**src/rtl/sha256_padder_pkg.sv**
```systemverilog
// Shared constants and state encodings for the SHA-256 byte-serial padder.
package sha256_padder_pkg;

  localparam int unsigned BlockBits = 512;
  localparam logic [7:0]  PadByte   = 8'h80;
  localparam int unsigned LenOffset = 56;

  typedef enum logic [1:0] {
    StFill = 2'd0,
    StPad  = 2'd1,
    StEmit = 2'd2
  } state_e;

  typedef enum logic [1:0] {
    FillPad     = 2'd0,
    FillExtra80 = 2'd1,
    FillExtra00 = 2'd2
  } fill_mode_e;

endpackage

```
**src/rtl/sha256_pad_fill.sv**
```systemverilog
// Combinational next-buffer image for the pad step and for the trailing length-only block.
module sha256_pad_fill
  import sha256_padder_pkg::*;
(
  input  logic [BlockBits-1:0] cur_buf,
  input  logic [6:0]           pos,
  input  logic [63:0]          bitlen,
  input  fill_mode_e           mode,
  output logic [BlockBits-1:0] next_buf
);

  always_comb begin
    next_buf = cur_buf;
    unique case (mode)
      FillPad: begin
        for (int i = 0; i < 64; i++) begin
          if (7'(i) == pos) begin
            next_buf[511 - 8*i -: 8] = PadByte;
          end else if (7'(i) > pos) begin
            next_buf[511 - 8*i -: 8] = 8'h00;
          end
        end
        // Length only fits in this block when the pad byte landed at or before byte 55.
        if (pos <= 7'(LenOffset - 1)) begin
          next_buf[63:0] = bitlen;
        end
      end
      FillExtra80: next_buf = {PadByte, 440'h0, bitlen};
      FillExtra00: next_buf = {8'h00, 440'h0, bitlen};
      default:     next_buf = cur_buf;
    endcase
  end

endmodule

```
**src/rtl/sha256_padder.sv**
```systemverilog
// Byte-serial SHA-256 front end: buffers bytes, applies FIPS 180-4 padding, emits 512-bit blocks.
module sha256_padder
  import sha256_padder_pkg::*;
(
  input  logic                 clk,
  input  logic                 rst,
  input  logic [7:0]           in_data,
  input  logic                 in_valid,
  input  logic                 in_last,
  input  logic                 in_keep,
  output logic                 in_ready,
  output logic [BlockBits-1:0] block,
  output logic                 block_valid,
  input  logic                 block_ready,
  output logic                 block_first,
  output logic                 block_last
);

  state_e               state_q, state_d;
  logic [BlockBits-1:0] buf_q, buf_d;
  logic [6:0]           pos_q, pos_d;
  logic [63:0]          bitlen_q, bitlen_d;
  logic                 first_pend_q, first_pend_d;
  logic                 final_q, final_d;
  logic                 extra_q, extra_d;
  logic [6:0]           pos_at_pad_q, pos_at_pad_d;

  logic [BlockBits-1:0] fill_buf;
  fill_mode_e           fill_mode;
  logic [8:0]           wr_lsb;

  always_comb begin
    if (state_q == StPad) begin
      fill_mode = FillPad;
    end else if (pos_at_pad_q == 7'd64) begin
      fill_mode = FillExtra80;
    end else begin
      fill_mode = FillExtra00;
    end
  end

  sha256_pad_fill u_pad_fill (
    .cur_buf  (buf_q),
    .pos      (pos_q),
    .bitlen   (bitlen_q),
    .mode     (fill_mode),
    .next_buf (fill_buf)
  );

  assign block       = buf_q;
  assign block_first = first_pend_q;
  assign block_last  = final_q;
  assign in_ready    = (state_q == StFill);
  assign block_valid = (state_q == StEmit);
  // Byte 0 sits in the top lane, so lane index is reversed.
  assign wr_lsb      = {6'd63 - pos_q[5:0], 3'b000};

  always_comb begin
    state_d      = state_q;
    buf_d        = buf_q;
    pos_d        = pos_q;
    bitlen_d     = bitlen_q;
    first_pend_d = first_pend_q;
    final_d      = final_q;
    extra_d      = extra_q;
    pos_at_pad_d = pos_at_pad_q;
    unique case (state_q)
      StFill: begin
        if (in_valid) begin
          if (!in_last || in_keep) begin
            buf_d[wr_lsb +: 8] = in_data;
            pos_d              = pos_q + 7'd1;
            bitlen_d           = bitlen_q + 64'd8;
          end
          if (in_last) begin
            state_d = StPad;
          end else if (pos_d == 7'd64) begin
            state_d = StEmit;
            final_d = 1'b0;
            extra_d = 1'b0;
          end
        end
      end
      StPad: begin
        buf_d = fill_buf;
        if (pos_q <= 7'(LenOffset - 1)) begin
          final_d = 1'b1;
        end else begin
          final_d      = 1'b0;
          extra_d      = 1'b1;
          pos_at_pad_d = pos_q;
        end
        state_d = StEmit;
      end
      StEmit: begin
        if (block_ready) begin
          first_pend_d = 1'b0;
          if (final_q) begin
            pos_d        = 7'd0;
            bitlen_d     = 64'd0;
            first_pend_d = 1'b1;
            final_d      = 1'b0;
            state_d      = StFill;
          end else if (extra_q) begin
            buf_d   = fill_buf;
            final_d = 1'b1;
            extra_d = 1'b0;
          end else begin
            pos_d   = 7'd0;
            state_d = StFill;
          end
        end
      end
      default: state_d = StFill;
    endcase
  end

  always_ff @(posedge clk) begin
    if (rst) begin
      state_q      <= StFill;
      buf_q        <= '0;
      pos_q        <= 7'd0;
      bitlen_q     <= 64'd0;
      first_pend_q <= 1'b1;
      final_q      <= 1'b0;
      extra_q      <= 1'b0;
      pos_at_pad_q <= 7'd0;
    end else begin
      state_q      <= state_d;
      buf_q        <= buf_d;
      pos_q        <= pos_d;
      bitlen_q     <= bitlen_d;
      first_pend_q <= first_pend_d;
      final_q      <= final_d;
      extra_q      <= extra_d;
      pos_at_pad_q <= pos_at_pad_d;
    end
  end

endmodule

```
**config.mk**
```make
export PLATFORM = sky130hd
export DESIGN_NAME = sha256_padder
export DESIGN_NICKNAME = d
export VERILOG_FILES = /design/src/rtl/sha256_padder_pkg.sv /design/src/rtl/sha256_pad_fill.sv /design/src/rtl/sha256_padder.sv
export SDC_FILE = /design/constraint.sdc
export NUM_CORES = 1
export LEC_CHECK = 0
export CELL_PAD_IN_SITES_DETAIL_PLACEMENT = 0
export CELL_PAD_IN_SITES_GLOBAL_PLACEMENT = 1
export CORE_MARGIN = 2
export CORE_UTILIZATION = 35
export DETAILED_ROUTE_END_ITERATION = 7
export PLACE_DENSITY = 0.85
export SLEW_MARGIN = 20
export SYNTH_ARGS = -nofsm -noshare
export SYNTH_HDL_FRONTEND = slang
export SYNTH_SLANG_ARGS = --single-unit
export TNS_END_PERCENT = 50
```
**constraint.sdc**
```tcl
create_clock -name clk -period 3.1 [get_ports clk]
set_input_delay 0.62 -clock clk [delete_from_list [all_inputs] [get_ports clk]]
set_output_delay 0.62 -clock clk [all_outputs]
set_load 0.05 [all_outputs]
```
==> flow_summary.ini, run 1 <==
[global_route]
grt_pass1_vias = 24500
track_usage_pct = 31.0
grt_antenna_before_repair = 4
grt_overflow = 0
grt_max_degree = 119
grt_pass1_wl_mm = 171

[finish]
area_growth_pct = 45.1
nNetsFinal = 3517
design_area_um2 = 36200
final_layout_size_suffix_gt1_share_pct = 17.5

[drt]
dr.max_layer_used = met4
dr_wl_met3_mm = 11.8
drt_pass1_iterations = 6
drtIter0Drc = 2749
vias = 26000
route.met2.wl_mm = 53.1
drc = 0
wl_per_cell_um = 26.6
viasPerCell = 5.81
totalWireLength_mm = 119
ant_nets = 0
wl_met1_mm = 48.3

[critical_path]
rrSetupSlack_ns = -0.006
worst-setup-path-type = reg2reg
crit_path_frequent_cell = buf_4
critPathMaxStageDelay_ns = 0.76
path_buf_inv = 4
cp_max_fo = 15
path_delay_family = buffers and inverters
worstPathArrival_ns = 3.67
end_kind = flip-flop
critPathRequiredTime_ns = 3.67
startpoint_type = flip-flop
worst_path_max_delay_cell = dfxtp_1
cp_cell_sequence = buf_4 > xnor2_2 > buf_12 > a21oi_1 > buf_4 > a2111oi_2 > buf_4 > nor2_1 > o2bb2ai_1

[timing]
finalSetupViolCount = 4
slew_violations = 0
post-route-worst-setup-slack_ns = -0.00556
worst_pin_slew_ns = 1.01
skew_ns = 0.0216
fmax_ghz = 0.322
hold_viol = 0
whs_ns = 0.441
finalCriticalPeriod_ns = 3.11
slew_headroom_pct = 31.8
post-route-period-util_pct = 100

[logic_synthesis]
syn_area_per_cell_um2 = 9.29
synth-edff-count = 0
ys.flop_type = dfxtp_1
ys_warn_count = 0
ys_seq_elements = 592
yosys.area.top_type = dfxtp_1
yosysMostFrequentCell = dfxtp_1
synth_area_leaders = dfxtp_1, nor2_1, a22o_1, o2bb2ai_1, nand2_1
synthesis.nets = 2708
async_reset_ff_share_pct = 0
synth_top_area_share_pct = 47.5
syn_area_um2 = 24900
ys_types = 97
seq_area_frac_synth_pct = 47.5
yosys-top-cells-count = dfxtp_1, nor2_1, nand2_1, a22o_1, clkbuf_1
synthCells = 2682

[floorplanning]
fp-row-count = 97
initial_core_util_pct = 35.5
die_x_um = 271
io_pins = 530
core_area_um2 = 70300
die-area_um2 = 73400
fp.dieH_um = 271

[power_and_ir_drop]
powerDensity_nw_per_um2 = 760
p_total_mw = 27.5
leakagePower_nw = 13.2
vdd_ir_drop_max_uv = 560

[cts]
clkLatencyLatePin_ns = 0.65
cts_tree = built
clk_pin_slew_ns = 0.07
cts_made_buffers = 60
clkSinkCount = 592
cts-root-buf = clkbuf_16
htree_num_levels = 2
cts_buffer_depth = 3

[run]
maxCapViolCount = 0

[placed_design]
gp_congestion = 1.04
port_buffers = 529
dp_hpwl_mm = 91.1
dp_slack_ns = -0.187
place_area_um2 = 34000

[run_status]
violations = negative setup slack
status = complete, but fails checks

[min_path]
min_path_type = in2reg
worst paths after layout:
kind / startpoint / end / cells past startpoint
max: pos_q[3] / block[373] / 9
min: rst / block[511] / 2
max reg2reg: pos_q[3] / block[373] / 9
min reg2reg: block[319] / block[319] / 2
report_power, final:
part,total [mW],switching [mW],internal (mW)
registers,8.59,0.382,8.21
logic,11.1,7.49,3.63
clock network,7.77,3.24,4.53
total,27.5,11.1,16.4
area by class of cell:
class | count | area (um2)
timing repair buffer | 951 | 8730
multi-input combinational | 1862 | 12200
clock inverter | 31 | 405
tap | 940 | 1180
fill | 6499 | 34100
inverter | 24 | 90.1
sequential | 592 | 11900
clock buffer | 82 | 1740
antenna | 1 | 2.50
registers in the layout, summed over array words and instances (netlist names):
| name | count |
|---|---|
| block_last | 1 |
| pos_q | 7 |
| bitlen_q | 61 |
| state_q | 2 |
| block_first | 1 |
| extra_q | 1 |
| block | 512 |
| pos_at_pad_q | 7 |
through the flow:
stage	util (%)	instances	setup TNS [ns]
after floorplan	-	2682	0
after global placement	48.3	4369	-5.54
after detailed placement	48.3	4369	-13.32
after CTS	51.4	4482	0
after global routing	51.5	4483	-0.00746
final	51.5	4483	-0.0170
per-layer routing:
layer  GRT usage, %  up-vias
li1               -    11700
met1           40.2    12600
met2           48.9     1440
met3           7.33      271
met4           13.9        0
met5              0        -
timing repair:
action                     4_1_cts  5_1_grt
hold buffers                     0        0
buffers inserted                 0        0
gates resized for setup          3       13
setup endpoints to repair       12      103
cloned                           0        0
logic make-up (layout without fill, tap and decap cells):
| family | count (synthesis) | in the layout | synth area share [%] |
|---|---|---|---|
| adders and majority gates | 12 | 12 | 0.602 |
| xor gates and xnor gates | 52 | 52 | 1.96 |
| AOI/OAI and AO/OA | 835 | 835 | 26.2 |
| other | 0 | 1 | 0 |
| and+or+nand+nor | 933 | 933 | 18.4 |
| buffers and inverters | 228 | 1088 | 4.03 |
| DFF | 592 | 592 | 47.5 |
| muxes | 30 | 30 | 1.27 |
layout by cell type (no fill, tap or decap), types with 85 or more instances in the layout:
master | Yosys | routed
dfxtp_1 | 592 | 592
a22oi_1 | 85 | 85
buf_4 | 6 | 402
a21oi_1 | 98 | 97
a22o_1 | 142 | 142
nand2_1 | 191 | 190
nor2_1 | 335 | 332
o2bb2ai_1 | 116 | 116
clkdlybuf4s50_1 | 0 | 526
nand3_1 | 95 | 95
Note: power is estimated with default switching activity, not from simulation.
==> run 2, diff against run 1 <==
--- a/config.mk
+++ b/config.mk
@@ -8,11 +8,14 @@
 export CELL_PAD_IN_SITES_DETAIL_PLACEMENT = 0
 export CELL_PAD_IN_SITES_GLOBAL_PLACEMENT = 1
 export CORE_MARGIN = 2
-export CORE_UTILIZATION = 35
+export CORE_UTILIZATION = 40
 export DETAILED_ROUTE_END_ITERATION = 7
-export PLACE_DENSITY = 0.85
+export DONT_BUFFER_PORTS = 1
+export PLACE_DENSITY = 0.81
+export SKIP_CTS_REPAIR_TIMING = 1
 export SLEW_MARGIN = 20
 export SYNTH_ARGS = -nofsm -noshare
 export SYNTH_HDL_FRONTEND = slang
+export SYNTH_HIERARCHICAL = 1
 export SYNTH_SLANG_ARGS = --single-unit
 export TNS_END_PERCENT = 50
==> run 2 against run 1 <==
Against the previous run: the run ends with max-slew violations left; flip-flop and latch count unchanged; worst hold slack got worse by 0.33 ns; area after synthesis increased by 39%; first-iteration DRC count increased by 62%; non-clock buffer count decreased by 681; sequential share of layout area decreased by 2.5 points; wire length increased by 26%; critical path type unchanged; highest routed layer is now met5.
==> flow_summary.ini, run 2 <==
[timing]
worst_pin_slew_ns = 2.12
slew_headroom_pct = -41.3
fmax_ghz = 0.323
hold_viol = 0
skew_ns = 0.0348
finalCriticalPeriod_ns = 3.09
rsz0062_at_grt = true
finalSetupViolCount = 0
slew_violations = 260
post-route-period-util_pct = 99.7
whs_ns = 0.109

[critical_path]
rrSetupSlack_ns = 0.008
worst-setup-path-type = reg2reg
end_kind = flip-flop
cp_max_fo = 25
cp_cell_sequence = nor4_2 > nand3_1 > nor2_1 > or2_1 > buf_12 > o21ai_1 > buf_4 > o31a_1 > a22o_1 > and2_1 > a311oi_1 > nor3_1
critPathMaxStageDelay_ns = 0.34
worst_path_max_delay_cell = nor4_2
critPathRequiredTime_ns = 3.51
startpoint_type = flip-flop
worstPathArrival_ns = 3.50

[cts]
clkLatencyLatePin_ns = 0.64
cts-root-buf = clkbuf_16
htree_num_levels = 3
clkSinkCount = 592
clk_pin_slew_ns = 0.06
cts_made_buffers = 72
cts_buffer_depth = 3
cts_tree = built

[logic_synthesis]
ys.flop_type = dfxtp_1
seq_area_frac_synth_pct = 34.3
yosys.area.top_type = dfxtp_1
yosysMostFrequentCell = nor2_1
ys_types = 92
synth_area_leaders = dfxtp_1, nor2_1, and2_1, nor2b_1, o21ai_0
async_reset_ff_share_pct = 0
syn_area_per_cell_um2 = 7.72
synthCells = 4473
synth_top_area_share_pct = 34.3
yosys-top-cells-count = nor2_1, dfxtp_1, clkbuf_1, o21ai_0, and2_1
synth-edff-count = 0
ys_warn_count = 6
syn_area_um2 = 34500
ys_seq_elements = 592

[global_route]
grt_antenna_before_repair = 5
grt_overflow = 0
grt_max_degree = 477
grt_pass1_wl_mm = 221
grt_pass1_vias = 32400
track_usage_pct = 32.2

[placed_design]
dp_cells = 5459
port_buffers = 0
dp_hpwl_mm = 103
gp_congestion = 0.995

[drt]
drt_pass1_iterations = 6
wl_per_cell_um = 26.9
totalWireLength_mm = 150
viasPerCell = 6.45
ant_nets = 0
drc = 0
drtIter0Drc = 4462
vias = 36100

[floorplanning]
die-area_um2 = 88700
initial_core_util_pct = 40.4
core_area_um2 = 85400
fp-row-count = 107
io_pins = 530
die_x_um = 298
fp.dieH_um = 298

[finish]
fin_util_pct = 45.8
area_growth_pct = 13.3
fin_cells = 5588
layout_common_cells = nor2_1, dfxtp_1, o21ai_0, and2_1, buf_4
largest_reg_flops = 512
final_layout_size_suffix_gt1_share_pct = 12.4
nNetsFinal = 4411
layout_commonest_cell = nor2_1
fillers = 8542

[run_status]
status = complete, but fails checks
violations = max-slew violations

[power_and_ir_drop]
powerDensity_nw_per_um2 = 1220
vdd_ir_drop_max_uv = 695
leakagePower_nw = 12.8

[min_path]
min_path_type = in2reg

[run]
maxCapViolCount = 0
[run 2: critical path, delay by kind of cell, from the launching register on]
family	cells	cell delay, ns
and+or+nand+nor	6	1.15
AOI/OAI and AO/OA	4	0.96
buffers and inverters	2	0.43
DFF	1	0.32
[run 2: worst paths after layout]
check / from / to / depth (start not counted)
max reg2reg: pos_at_pad_q[2] / block[287] / 12
min reg2reg: bitlen_q[63] / bitlen_q[63] / 2
max: pos_at_pad_q[2] / block[287] / 12
min: rst / block[86] / 1
[run 2: area by class of cell]
| type | instances | area, um2 | share of cell area [%] |
|---|---|---|---|
| diodes | 2 | 5.00 | 0.0128 |
| clock buffers | 111 | 2170 | 5.55 |
| clock inverters | 16 | 169 | 0.431 |
| inverters | 43 | 164 | 0.419 |
| multi-input cells | 3410 | 21000 | 53.7 |
| flip-flops and latches | 592 | 11900 | 30.3 |
| well taps | 1144 | 1430 | 3.66 |
| repair buffers | 270 | 2330 | 5.94 |
[run 2: metrics by stage]
step,area [um2],setup TNS [ns],power (mW),worst slack [ns]
floorplan,34600,0,32.7,0.195
global placement,36700,0,38.6,0.0871
detailed placement,36700,0,39.0,0.0570
CTS,39000,0,47.6,0.0104
global route,39100,-0.226,50.1,-0.0571
finish,39200,0,47.9,0.00835
[run 2: layer usage]
| metal | global-route usage [%] | wire [um] | up-vias |
|---|---|---|---|
| li1 | - | - | 16400 |
| met1 | 40.9 | 59000 | 17400 |
| met2 | 49.8 | 67300 | 1894 |
| met3 | 9.14 | 16100 | 380 |
| met4 | 16.0 | 7930 | 8 |
| met5 | 0 | 59 | - |
[run 2: logic make-up after synthesis]
group	Yosys count	synth area share (%)
other	1	0.0109
muxes	10	0.290
AOI/OAI and AO/OA	1357	29.0
DFF	592	34.3
buffers and inverters	473	5.51
and+or+nand+nor	1989	29.5
adders and majority gates	8	0.290
xor gates and xnor gates	43	1.11
[run 2: where the power goes]
| part | switching (mW) | total, mW | internal [mW] |
|---|---|---|---|
| clock network | 3.52 | 8.58 | 5.06 |
| registers | 12.7 | 23.0 | 10.3 |
| logic | 10.4 | 16.3 | 5.92 |
| total | 26.6 | 47.9 | 21.2 |
